[config.mk]
export PLATFORM = sky130hd
export DESIGN_NAME = exec_sequencer
export DESIGN_NICKNAME = d
export VERILOG_FILES = /design/src/rtl/exec_sequencer.sv
export SDC_FILE = /design/constraint.sdc
export NUM_CORES = 1
export LEC_CHECK = 0
export BUFFER_PORTS_ARGS = -buffer_cell sky130_fd_sc_hd__buf_2
export CORE_MARGIN = 2
export CORE_UTILIZATION = 60
export CTS_CLUSTER_SIZE = 30
export DETAILED_ROUTE_END_ITERATION = 10
export GPL_ROUTABILITY_DRIVEN = 0
export PLACE_DENSITY = 0.84
export SLEW_MARGIN = 20
export SYNTH_ARGS = -nofsm -noshare
export SYNTH_HDL_FRONTEND = slang
export SYNTH_SLANG_ARGS = --single-unit
[constraint.sdc]
create_clock -name clk -period 6.05 [get_ports clk]
set_input_delay 0.605 -clock clk [delete_from_list [all_inputs] [get_ports clk]]
set_output_delay 0.605 -clock clk [all_outputs]
set_load 0.02 [all_outputs]
[src/rtl/exec_sequencer.sv]
`default_nettype none
// ============================================================================
//  Module   : exec_sequencer
//  Purpose  : Multicycle execute/control stage in front of an 8x8 register
//             file. Accepts one instruction per valid/ready handshake, reads
//             rs1/rs2 through the file's single registered read port, runs an
//             8-bit ALU operation and writes the result back to rd.
//  Ports    : clk, reset            - clock, synchronous active-high reset
//             instr_valid/ready     - instruction handshake (ready only in IDLE)
//             instr[15:0]           - {opcode, rd, rs1, rs2, -} or {8, rd, imm8}
//             rf_read_addr          - register file read address
//             rf_data_out           - register file read data (1-cycle latency)
//             rf_write_addr/data_in/write_enable - register file write port
//             done, illegal         - retire pulse / undefined-opcode pulse
//             zero_flag, carry_flag - condition flags
//  Revision : 1.0 - initial release
// ============================================================================
module exec_sequencer #(
    parameter int DATA_WIDTH     = 8,
    parameter int REG_ADDR_WIDTH = 3
) (
    input  logic                      clk,
    input  logic                      reset,
    input  logic                      instr_valid,
    output logic                      instr_ready,
    input  logic [15:0]               instr,
    output logic [REG_ADDR_WIDTH-1:0] rf_read_addr,
    input  logic [DATA_WIDTH-1:0]     rf_data_out,
    output logic [REG_ADDR_WIDTH-1:0] rf_write_addr,
    output logic [DATA_WIDTH-1:0]     rf_data_in,
    output logic                      rf_write_enable,
    output logic                      done,
    output logic                      illegal,
    output logic                      zero_flag,
    output logic                      carry_flag
);

    localparam logic [3:0] c_OP_NOP = 4'd0;
    localparam logic [3:0] c_OP_ADD = 4'd1;
    localparam logic [3:0] c_OP_SUB = 4'd2;
    localparam logic [3:0] c_OP_AND = 4'd3;
    localparam logic [3:0] c_OP_OR  = 4'd4;
    localparam logic [3:0] c_OP_XOR = 4'd5;
    localparam logic [3:0] c_OP_SHL = 4'd6;
    localparam logic [3:0] c_OP_SHR = 4'd7;
    localparam logic [3:0] c_OP_LDI = 4'd8;
    localparam logic [3:0] c_OP_MOV = 4'd9;

    localparam logic [2:0] c_ST_IDLE = 3'd0;
    localparam logic [2:0] c_ST_RD_A = 3'd1;
    localparam logic [2:0] c_ST_RD_B = 3'd2;
    localparam logic [2:0] c_ST_EXEC = 3'd3;
    localparam logic [2:0] c_ST_WB   = 3'd4;

    logic [2:0]            r_state;
    logic [2:0]            w_state_nxt;
    logic [15:0]           r_instr;
    logic [DATA_WIDTH-1:0] r_opa;
    logic [DATA_WIDTH-1:0] r_result;
    logic                  r_zero;
    logic                  r_carry;
    logic                  r_done;
    logic                  r_illegal;

    logic [3:0]            w_op;
    logic [3:0]            w_in_op;
    logic [DATA_WIDTH-1:0] w_alu_res;
    logic                  w_alu_carry;
    logic                  w_carry_upd;
    logic                  w_accept;
    logic                  w_wb_write;

    // Ops that need both register reads and the EXEC cycle.
    function automatic logic f_is_alu(input logic [3:0] op);
        return ((op >= c_OP_ADD) && (op <= c_OP_SHR)) || (op == c_OP_MOV);
    endfunction

    assign w_op     = r_instr[15:12];
    assign w_in_op  = instr[15:12];
    assign w_accept = (r_state == c_ST_IDLE) && instr_valid;

    // ALU: opb comes straight from the read port during EXEC (rs2 was
    // addressed in RD_B).
    always_comb begin
        w_alu_res   = '0;
        w_alu_carry = 1'b0;
        w_carry_upd = 1'b1;
        case (w_op)
            c_OP_ADD: {w_alu_carry, w_alu_res} = {1'b0, r_opa} + {1'b0, rf_data_out};
            c_OP_SUB: begin
                w_alu_res   = r_opa - rf_data_out;
                w_alu_carry = (r_opa < rf_data_out);
            end
            c_OP_AND: w_alu_res = r_opa & rf_data_out;
            c_OP_OR:  w_alu_res = r_opa | rf_data_out;
            c_OP_XOR: w_alu_res = r_opa ^ rf_data_out;
            c_OP_SHL: begin
                w_alu_res   = r_opa << 1;
                w_alu_carry = r_opa[DATA_WIDTH-1];
            end
            c_OP_SHR: begin
                w_alu_res   = r_opa >> 1;
                w_alu_carry = r_opa[0];
            end
            c_OP_MOV: begin
                w_alu_res   = r_opa;
                w_carry_upd = 1'b0;
            end
            default:  w_carry_upd = 1'b0;
        endcase
    end

    always_comb begin
        w_state_nxt = r_state;
        case (r_state)
            c_ST_IDLE: if (instr_valid) w_state_nxt = f_is_alu(w_in_op) ? c_ST_RD_A : c_ST_WB;
            c_ST_RD_A: w_state_nxt = c_ST_RD_B;
            c_ST_RD_B: w_state_nxt = c_ST_EXEC;
            c_ST_EXEC: w_state_nxt = c_ST_WB;
            c_ST_WB:   w_state_nxt = c_ST_IDLE;
            default:   w_state_nxt = c_ST_IDLE;
        endcase
    end

    always_ff @(posedge clk) begin
        if (reset) begin
            r_state   <= c_ST_IDLE;
            r_instr   <= '0;
            r_opa     <= '0;
            r_result  <= '0;
            r_zero    <= 1'b0;
            r_carry   <= 1'b0;
            r_done    <= 1'b0;
            r_illegal <= 1'b0;
        end else begin
            r_state   <= w_state_nxt;
            r_done    <= (r_state == c_ST_WB);
            r_illegal <= (r_state == c_ST_WB) && (w_op > c_OP_MOV);
            if (w_accept) begin
                r_instr <= instr;
                // LDI skips EXEC, so its result and zero flag land here.
                if (w_in_op == c_OP_LDI) begin
                    r_result <= instr[DATA_WIDTH-1:0];
                    r_zero   <= (instr[DATA_WIDTH-1:0] == '0);
                end
            end
            if (r_state == c_ST_RD_B) begin
                r_opa <= rf_data_out;
            end
            if (r_state == c_ST_EXEC) begin
                r_result <= w_alu_res;
                r_zero   <= (w_alu_res == '0);
                if (w_carry_upd) begin
                    r_carry <= w_alu_carry;
                end
            end
        end
    end

    // NOP and illegal opcodes pass through WB without writing.
    assign w_wb_write = (r_state == c_ST_WB) && (w_op != c_OP_NOP) && (w_op <= c_OP_MOV);

    // Reset gates the write combinationally so an abandoned WB never commits.
    assign rf_write_enable = w_wb_write && !reset;
    assign rf_write_addr   = rf_write_enable ? r_instr[11:9] : '0;
    assign rf_data_in      = rf_write_enable ? r_result : '0;

    always_comb begin
        rf_read_addr = '0;
        if (r_state == c_ST_RD_A) rf_read_addr = r_instr[8:6];
        if (r_state == c_ST_RD_B) rf_read_addr = r_instr[5:3];
    end

    assign instr_ready = (r_state == c_ST_IDLE);
    assign done        = r_done;
    assign illegal     = r_illegal;
    assign zero_flag   = r_zero;
    assign carry_flag  = r_carry;

endmodule
`default_nettype wire

==> flow_summary.json, run 1 <==
{
  "run_status": "complete, no violations",
  "worst-setup-path-type": "flip-flop to output pin",
  "drive_gt1_share_pct": 14.7,
  "diodes": 0,
  "first_pass_iters": 5,
  "slew_headroom_pct": 40.5,
  "period_share_pct": 54.5,
  "required_time_at_the_endpoint_of_the_critical_path_ns": 5.44,
  "tightestPinTransition_ns": 0.891,
  "cts-root-buf": "clkbuf_8",
  "post-route-worst-setup-slack_ns": 2.75,
  "setup.worst_path.start_class": "flip-flop",
  "cts-htree-levels": 2,
  "finalSetupTns_ns": 0,
  "drc_errors": 0,
  "avgSynthCellArea_um2": 7.48,
  "critPathMaxFanout": 25,
  "ys_ff_latch": 36,
  "die_w_um": 75.2,
  "main_combinational_cell_family_by_area_after_synthesis": "compound AO/OA/AOI/OAI gates",
  "maxCapViolCount": 0,
  "synth_compound_area_share_pct": 28.1,
  "drt-initial-drc-count": 379,
  "clkLatencyLatePin_ns": 0.29,
  "finish.utilization_pct": 69.1,
  "ys_seq_area_share_pct": 23.7,
  "cts-buffers-inserted": 5,
  "critical_path_arrival_ns": 2.69,
  "adder_cell_fraction_of_synth_area_pct": 11.2,
  "yosys.area_share.xor_xnor_pct": 0.863,
  "vdd_drop_max_mv": 0.131,
  "hold_path.class": "flip-flop to flip-flop",
  "gr-total-overflow": 0,
  "holdBufCountCts": 0,
  "synth-async-reset-ratio_pct": 0,
  "globalRouteTotalUtil_pct": 30.0,
  "dpl_worst_slack_ns": 2.80,
  "unrepaired_setup_endpoints_after_global_routing": "no",
  "power_leakage_uw": 0.00141,
  "wirelength_mm": 8.23,
  "route.detailed.vias_per_inst": 6.36,
  "ctsResizeCount": 0,
  "ctsLongestPathBuffers": 2,
  "io_buffers": 46,
  "layout_min_cycle_time_ns": 3.30,
  "netlist-cell-type-count": 61,
  "cts_tree": "built",
  "finClkSkew_ns": 0.00494,
  "placementRows": 25,
  "floorplan.initialDensity_pct": 63.2,
  "grt_start_max_net_pins": 36,
  "fillers": 427,
  "clkSlewWorstSetupHoldPaths_ns": 0.07,
  "cts_num_sinks": 36,
  "synth_simple_gate_area_share_pct": 26.3,
  "detail_route.wl_per_cell_um": 16.4,
  "dominantRegCellSynth": "dfxtp_1",
  "die_area_mm2": 0.00566,
  "syn_area_mm2": 0.00304,
  "final-setup-viol-count": 0,
  "crit_path_end_kind": "output pin",
  "synth_edf_count": 0,
  "final_antenna_net_count": 0,
  "via_count_of_the_first_global_routing_pass": 2801,
  "timing.final.hold_violations": 0,
  "post_cts_buffers": 0,
  "grt_antenna_before_repair": 0,
  "grt_pass1_wl_mm": 13.2,
  "post_synth_mux_area_share_pct": 2.30,
  "slew_viol_final": 0,
  "layout-area-overhead-vs-synth_pct": 9.41,
  "fmaxAchievable_mhz": 303,
  "routed-via-count": 3194,
  "dp_hpwl_mm": 5.96,
  "synth_fp_nets": 460,
  "core_area_mm2": 0.00482,
  "synth_warnings": 0,
  "fin_nets": 487,
  "synth_cells": 407,
  "fp.dieH_um": 75.2,
  "pin_count": 47,
  "power_per_cell_area_mw_per_mm2": 180
}
[cells by family (layout without fill, tap and decap cells)]
| logic type | Yosys count | in the layout |
|---|---|---|
| AND/OR/NAND/NOR | 152 | 152 |
| AO/OA/AOI/OAI | 127 | 127 |
| buffers and inverters | 56 | 84 |
| flip-flops | 36 | 36 |
| adder cells (fa/ha/maj) | 26 | 26 |
| multiplexers | 7 | 7 |
| XOR/XNOR | 3 | 3 |
[through the flow]
| step | power, uW | instance area, um2 | hold WS [ns] | instances |
|---|---|---|---|---|
| floorplan | 386 | 3040 | 0.432 | 407 |
| global placement | 424 | 3240 | 0.439 | 494 |
| detailed placement | 427 | 3240 | 0.444 | 494 |
| CTS | 596 | 3330 | 0.453 | 502 |
| global route | 630 | 3330 | 0.473 | 502 |
| finish | 599 | 3330 | 0.455 | 502 |
[state kept, by name (all words and copies together) (netlist names)]
signal / flops
zero_flag: 1
r_opa: 8
carry_flag: 1
illegal: 1
r_state: 3
r_instr: 13
r_result: 8
done: 1
[where the power goes]
part	internal, uW	switching, uW	total, uW
Combinational	61.0	93.6	155
Sequential	249	24.2	273
Clock	80.2	91.7	172
[synth_stat cells, types with 8 or more instances]
library cell	instances	area, um2
nand2_1	39	146
dfxtp_1	36	721
inv_1	29	109
ha_1	24	300
and2_1	12	75.1
a22oi_1	10	75.1
a211oi_1	8	60.1
a21oi_1	45	225
clkbuf_1	18	67.6
nor2b_1	11	68.8
nor2_1	41	154
o21ai_0	15	75.1
[critical path, stage by stage (launching register included)]
cell	delay, ns
dfxtp_1	0.91
inv_1	0.35
a31oi_1	0.75
and2_1	0.23
buf_2	0.16
[per-layer routing]
metal / up-vias / wire length, um / GRT usage [%]
met4: 0 / 233 / 10.9
li1: 1518 / - / -
met1: 1454 / 3620 / 41.8
met3: 38 / 649 / 4.28
met5: - / 0 / 0
met2: 184 / 3720 / 47.4
[cells in the final DEF, fill, tap and decap left out, types with 4 or more instances in the layout]
cell type,n
a21oi_1,45
o21ai_0,15
a211oi_1,8
buf_2,46
nor2_1,41
nand3_1,5
and2_1,12
o311ai_0,4
ha_1,24
dfxtp_1,36
nor2b_1,11
nand2_1,39
nor3_1,7
inv_1,29
clkbuf_8,5
a22oi_1,10
nor4_1,5
mux2i_1,7
[path summary, 6_finish.rpt]
path,start,endpoint,slack [ns],depth (start not counted)
setup reg to reg,r_opa[0],r_result[6],3.09,10
hold / removal,r_instr[9],r_instr[9],0.45,2
setup / recovery,r_instr[12],rf_data_in[7],2.75,4
hold reg to reg,r_instr[9],r_instr[9],0.45,2
[layout make-up]
type | instances | area [um2] | area share [%]
timing repair buffer | 47 | 238 | 7.14
sequential | 36 | 721 | 21.6
inverter | 29 | 109 | 3.27
clock inverter | 3 | 18.8 | 0.563
clock buffer | 5 | 68.8 | 2.07
tap | 67 | 83.8 | 2.52
multi-input combinational | 315 | 2090 | 62.8
Power figures use the tool's default switching activity.
==> run 2, diff against run 1 <==
Settings changed: ABC_AREA set to 1, CORE_UTILIZATION 60 to 52, PLACE_DENSITY 0.84 to 0.77.
Clock period 6.05 ns to 2.7 ns, I/O delays scaled along.
==> run 2 against run 1 <==
Net effect:
- core utilization is 8.4 points lower
- critical path depth rose by 10
- synthesized cell count rose by 16%
- setup slack got worse by 2.3 ns
- clock skew increased by 0.0035 ns
- non-clock buffer count rose by 1
- final area shrank 0.83%
- sequential power rose by 120%
- die area increased by 9.6%
- critical path type is now flip-flop to flip-flop
- largest cell class unchanged
- largest power group unchanged
==> flow_summary.json, run 2 <==
{
  "die_area_mm2": 0.00620,
  "placementRows": 27,
  "final_antenna_net_count": 0,
  "post_cts_buffers": 0,
  "slowest_delay_ns": 0.44,
  "power_uw": 1630,
  "adder_cell_fraction_of_synth_area_pct": 11.7,
  "maxCapViolCount": 0,
  "layout_min_cycle_time_ns": 2.23,
  "setup.worst_path.start_class": "flip-flop",
  "slew_headroom_pct": 50.7,
  "fp.dieH_um": 78.8,
  "clkSlewWorstSetupHoldPaths_ns": 0.08,
  "finish.utilization_pct": 60.7,
  "ys_ff_latch": 36,
  "cts_tree": "built",
  "cell_with_the_most_instances_after_synthesis": "nand2_1",
  "pin_count": 47,
  "cp_cell_sequence": "inv_1 > ha_1 > inv_1 > fa_1 > xnor2_1 > nand2_1 > nand2_1 > nor2_1 > nand2_1 > nor2_1 > nand3_1 > nor2_1 > nand3_1 > a21oi_1",
  "finClkSkew_ns": 0.00847,
  "vdd_drop_max_mv": 0.323,
  "synth_fp_nets": 525,
  "run_status": "complete, no violations",
  "detail_route.wl_per_cell_um": 14.3,
  "critPathMaxFanout": 4,
  "globalRouteTotalUtil_pct": 27.8,
  "synth_top_area_share_pct": 24.8,
  "mostFrequentLayoutCell": "nand2_1",
  "fillers": 570,
  "cts-htree-levels": 2,
  "routed-via-count": 3244,
  "netlist-cell-type-count": 33,
  "power_per_cell_area_mw_per_mm2": 492,
  "registers.top_by_ff_count": "r_instr",
  "timing.final.hold_violations": 0,
  "route.detailed.vias_per_inst": 5.51,
  "drt-initial-drc-count": 378,
  "via_count_of_the_first_global_routing_pass": 2929,
  "holdBufCountCts": 0,
  "drc_errors": 0,
  "final_cell_mix": "113 x nand2_1, 72 x inv_1, 52 x nor2_1",
  "post_synth_mux_area_share_pct": 0,
  "power_leakage_uw": 0.00162,
  "ctsResizeCount": 0,
  "dominantRegCellSynth": "dfxtp_1",
  "main_combinational_cell_family_by_area_after_synthesis": "simple AND/OR/NAND/NOR gates",
  "ys_seq_area_share_pct": 24.8,
  "tightestPinTransition_ns": 0.738,
  "grt_start_max_net_pins": 27,
  "fin_nets": 569,
  "biggestRegsByFlops": "r_instr (13), r_opa (8), r_result (8)",
  "gr-total-overflow": 0,
  "yosys.area_share.xor_xnor_pct": 0.603,
  "diodes": 0,
  "hold_path.class": "primary input to flip-flop",
  "yosysTopAreaCell": "dfxtp_1",
  "die_w_um": 78.8,
  "synth_compound_area_share_pct": 17.3,
  "slew_viol_final": 0,
  "synth_cells": 472,
  "wirelength_mm": 8.40,
  "synth_top_cells_by_count": "113 x nand2_1, 72 x inv_1, 52 x nor2_1",
  "period_share_pct": 82.8,
  "synth_simple_gate_area_share_pct": 34.1,
  "cts_num_sinks": 36,
  "dpl_worst_slack_ns": 0.519,
  "avgSynthCellArea_um2": 6.16,
  "worst-r2r-setup-slack_ns": 0.47,
  "route.met3.wl_um": 685,
  "grt_antenna_before_repair": 0,
  "worst-setup-path-type": "flip-flop to flip-flop",
  "path_delay_family": "simple AND/OR/NAND/NOR gates",
  "final-setup-viol-count": 0,
  "grt_pass1_wl_mm": 13.8,
  "wl_met1_mm": 3.68,
  "first_pass_iters": 7,
  "syn_area_mm2": 0.00291,
  "drive_gt1_share_pct": 13.2,
  "largest_register_ff_count": 13,
  "highest_layer": "met4",
  "cts-buffers-inserted": 5,
  "unrepaired_setup_endpoints_after_global_routing": "no",
  "critical_path.n_buffers_inverters": 2,
  "synth_edf_count": 0,
  "ctsLongestPathBuffers": 2,
  "layout-area-overhead-vs-synth_pct": 13.6,
  "fmaxAchievable_mhz": 448,
  "wl_met2_mm": 3.85,
  "post-route-worst-setup-slack_ns": 0.466,
  "core_area_mm2": 0.00544,
  "required_time_at_the_endpoint_of_the_critical_path_ns": 2.92,
  "cts-root-buf": "clkbuf_8",
  "finalSetupTns_ns": 0,
  "clkLatencyLatePin_ns": 0.29,
  "dp_hpwl_mm": 6.39,
  "synth-async-reset-ratio_pct": 0,
  "io_buffers": 46,
  "floorplan.initialDensity_pct": 53.4,
  "timing.hold.ws_ns": 0.263,
  "cp_slowest_cell": "fa_1",
  "ys_top_cells_by_area": "dfxtp_1 25%, nand2_1 15%, ha_1 10%, inv_1 9.3%, nand3_1 7.1%",
  "synth_warnings": 0,
  "crit_path_end_kind": "flip-flop",
  "critical_path_arrival_ns": 2.45
}
[run 2: cell count changes after synthesis, moves of 8 or more]
cell	change
a21oi_1	-8
nor2b_1	-11
and2_1	-12
nand2_1	+74
a22oi_1	-10
clkbuf_1	-11
inv_1	+43
nand3_1	+36
nor2_1	+11
o21ai_0	+15
[run 2: routing by layer]
metal,vias up,global-route usage (%)
met5,-,0
met4,0,7.72
met3,21,5.23
met2,171,45.9
met1,1437,37.2
li1,1615,-
[run 2: stage by stage]
stage / std cells / area (um2)
global route: 589 / 3300
floorplan: 472 / 2910
global placement: 581 / 3200
finish: 589 / 3300
detailed placement: 581 / 3200
CTS: 589 / 3300
[run 2: where the power goes]
group | total, uW | switching [uW] | internal, uW
Clock | 478 | 204 | 274
Combinational | 534 | 365 | 169
Sequential | 614 | 38.3 | 576
Total | 1630 | 607 | 1020
[run 2: kinds of logic (layout without fill, tap and decap cells)]
| logic type | count (synthesis) | after routing |
|---|---|---|
| AO/OA/AOI/OAI | 91 | 91 |
| XOR/XNOR | 2 | 2 |
| adder cells (fa/ha/maj) | 26 | 26 |
| buffers and inverters | 87 | 132 |
| flip-flops | 36 | 36 |
| AND/OR/NAND/NOR | 230 | 230 |
[run 2: worst register-to-register path, stage by stage, from the launching register on]
cell     delay (ns)
dfxtp_1        0.35
inv_1          0.15
ha_1           0.21
inv_1          0.06
fa_1           0.44
xnor2_1        0.16
nand2_1        0.06
nand2_1        0.05
nor2_1         0.08
nand2_1        0.12
nor2_1         0.12
nand3_1        0.09
nor2_1         0.08
nand3_1        0.07
a21oi_1        0.12
[run 2: worst paths after layout]
check	endpoint	cells past startpoint	startpoint
hold / removal	r_result[1]	3	instr[1]
setup reg to reg	zero_flag	14	r_opa[0]
setup / recovery	zero_flag	14	r_opa[0]
hold reg to reg	r_instr[10]	2	r_instr[10]
[run 2: final cells by class]
cell class              count  area [um2]  area share (%)
inverters                  76         285            8.64
flip-flops and latches     36         721            21.8
clock buffers               6        72.6            2.20
multi-input cells         349        1850            56.1
clock inverters             2        35.0            1.06
repair buffers             48         245            7.42
well taps                  72        90.1            2.73
==> run 3, diff against run 2 <==
Clock period 2.7 ns to 1.85 ns, I/O delays scaled along.
==> run 3 against run 2 <==
Net effect:
- the run now ends with negative setup slack left
- non-clock buffer count is 42 higher
- sequential cell count did not move
- count of clock-buffer cells in the layout is 1 higher
- maximum frequency grew 13%
- core utilization is 10 points higher
- final area grew 16%
- wire length rose by 13%
- clock power rose by 29%
- hold slack worse by 0.18 ns
- global-route usage up 2.8 points
- via count rose by 11%
- critical endpoint unchanged
- largest power group is now combinational logic
==> flow_summary.json, run 3 (synthesized netlist as in run 2, its figures left out) <==
{
  "final-setup-viol-count": 15,
  "drive_gt1_share_pct": 28.3,
  "gr-total-overflow": 0,
  "fillers": 486,
  "worst-r2r-setup-slack_ns": -0.12,
  "cp_cell_sequence": "inv_4 > ha_4 > inv_4 > fa_2 > buf_4 > buf_6 > nand2_4 > nand3_2 > nand3_2 > nand4_1 > nor2_1 > nand3_1 > a21oi_1",
  "worst-setup-path-type": "flip-flop to flip-flop",
  "timing.hold.worst_endpoint": "done",
  "holdBufCountCts": 0,
  "drc_errors": 0,
  "diodes": 0,
  "registers.top_by_ff_count": "r_instr",
  "detail_route.wl_per_cell_um": 15.1,
  "met2_usage_pct": 51.2,
  "via_count_of_the_first_global_routing_pass": 3266,
  "dpl_worst_slack_ns": -0.106,
  "final_antenna_net_count": 0,
  "wirelength_mm": 9.54,
  "setup.worst_path.start_class": "flip-flop",
  "cts_num_sinks": 36,
  "grt_start_max_net_pins": 26,
  "reg2reg_depth": 13,
  "worst_setup_path_startpoint": "r_opa[0]",
  "globalRouteTotalUtil_pct": 30.6,
  "tightestPinTransition_ns": 0.444,
  "grtUsageMet3_pct": 5.34,
  "largest_register_ff_count": 13,
  "route.detailed.vias_per_inst": 5.69,
  "drt-initial-drc-count": 354,
  "run_status": "complete, but fails checks",
  "dp_hpwl_mm": 6.90,
  "timing.final.hold_violations": 0,
  "critPathMaxFanout": 3,
  "clkSlewWorstSetupHoldPaths_ns": 0.08,
  "cts-buffers-inserted": 5,
  "final_cell_mix": "107 x nand2_1, 66 x inv_1, 50 x buf_4",
  "grt.met1_usage_pct": 38.6,
  "period_share_pct": 106,
  "clkLatencyLatePin_ns": 0.29,
  "grt_most_used_layer": "met2",
  "post-route-worst-setup-slack_ns": -0.119,
  "floorplan.initialDensity_pct": 53.4,
  "r2r_start": "r_opa[0]",
  "die_w_um": 78.8,
  "required_time_at_the_endpoint_of_the_critical_path_ns": 2.08,
  "hold_depth": 2,
  "fin_nets": 611,
  "cts-root-buf": "clkbuf_8",
  "routed-via-count": 3588,
  "timing.hold.ws_ns": 0.0827,
  "finish.utilization_pct": 70.7,
  "slowest_delay_ns": 0.37,
  "placementRows": 27,
  "cts_tree": "built",
  "r2r-end": "zero_flag",
  "die_area_mm2": 0.00620,
  "finClkSkew_ns": 0.00930,
  "fmaxAchievable_mhz": 508,
  "layout_min_cycle_time_ns": 1.97,
  "grt_pass1_wl_mm": 14.9,
  "layout-area-overhead-vs-synth_pct": 32.3,
  "power_leakage_uw": 0.00186,
  "vdd_drop_max_mv": 0.407,
  "slew_viol_final": 0,
  "grt_antenna_before_repair": 0,
  "maxCapViolCount": 0,
  "first_pass_iters": 7,
  "biggestRegsByFlops": "r_instr (13), r_opa (8), r_result (8)",
  "fp.dieH_um": 78.8,
  "finalSetupTns_ns": -0.649,
  "cts-htree-levels": 2,
  "critical_path_arrival_ns": 2.20,
  "power_per_cell_area_mw_per_mm2": 668,
  "core_area_mm2": 0.00544,
  "cp_slowest_cell": "dfxtp_4",
  "crit_path_end_kind": "flip-flop",
  "failed_checks": "negative setup slack",
  "unrepaired_setup_endpoints_after_global_routing": "yes",
  "hold_path.class": "primary input to flip-flop",
  "slew_headroom_pct": 70.3,
  "io_buffers": 46,
  "ctsLongestPathBuffers": 2,
  "mostFrequentLayoutCell": "nand2_1",
  "hp-start": "reset",
  "pin_count": 47
}
## run 3: cell count changes in the layout (fill, tap and decap cells not counted), moves of 6 or more
cell / delta
nand3_1: -7
nand2_1: -6
ha_1: -8
buf_2: -9
a21oi_2: +8
a21oi_1: -8
inv_1: -6
buf_4: +48
nand3_2: +7
ha_4: +6
nor2_1: -6
## run 3: timing repair
item | 4_1_cts | 5_1_grt
resized for setup | 28 | 46
setup endpoints to repair | 17 | 20
gates cloned | 0 | 0
setup buffers | 2 | 4
pin swaps | 4 | 25
## run 3: cell type report
| class | instances | area [um2] | share of cell area [%] |
|---|---|---|---|
| Timing Repair Buffer | 90 | 594 | 15.5 |
| Clock buffer | 7 | 86.3 | 2.25 |
| Sequential cell | 36 | 728 | 18.9 |
| Multi-Input combinational cell | 349 | 2050 | 53.3 |
| Inverter | 76 | 290 | 7.55 |
| Tap cell | 72 | 90.1 | 2.34 |
| Clock inverter | 1 | 7.51 | 0.195 |
## run 3: layer usage
metal	wire length [um]	part of all wire [%]
met5	0	0
met2	4510	47
met4	320	3.4
met3	816	8.6
met1	3890	41
## run 3: worst max path at each step
stage                      to  slack (ns)  cells after the start
floorplan           zero_flag      0.0001                     11
global placement    zero_flag       -0.03                     14
detailed placement  zero_flag       -0.11                     14
CTS                 zero_flag       -0.05                     13
global route        zero_flag       -0.23                     13
finish              zero_flag       -0.12                     13
## run 3: per-stage QoR
stage,total power [uW],instances,cell area [um2]
after global placement,1790,617,3470
after CTS,2450,627,3660
final,2570,631,3840
after global routing,2700,631,3840
after floorplan,1450,472,2910
after detailed placement,1810,617,3470
## run 3: worst max-delay path, delay by kind of cell (launching register included)
family / cells / cell delay [ns]
AND/OR/NAND/NOR: 6 / 0.54
adder cells (fa/ha/maj): 2 / 0.51
flip-flops: 1 / 0.37
buffers and inverters: 4 / 0.37
AO/OA/AOI/OAI: 1 / 0.12
## run 3: report_power, final
part / internal, uW / switching [uW]
Sequential: 842 / 44.8
Clock: 303 / 315
Combinational: 419 / 646
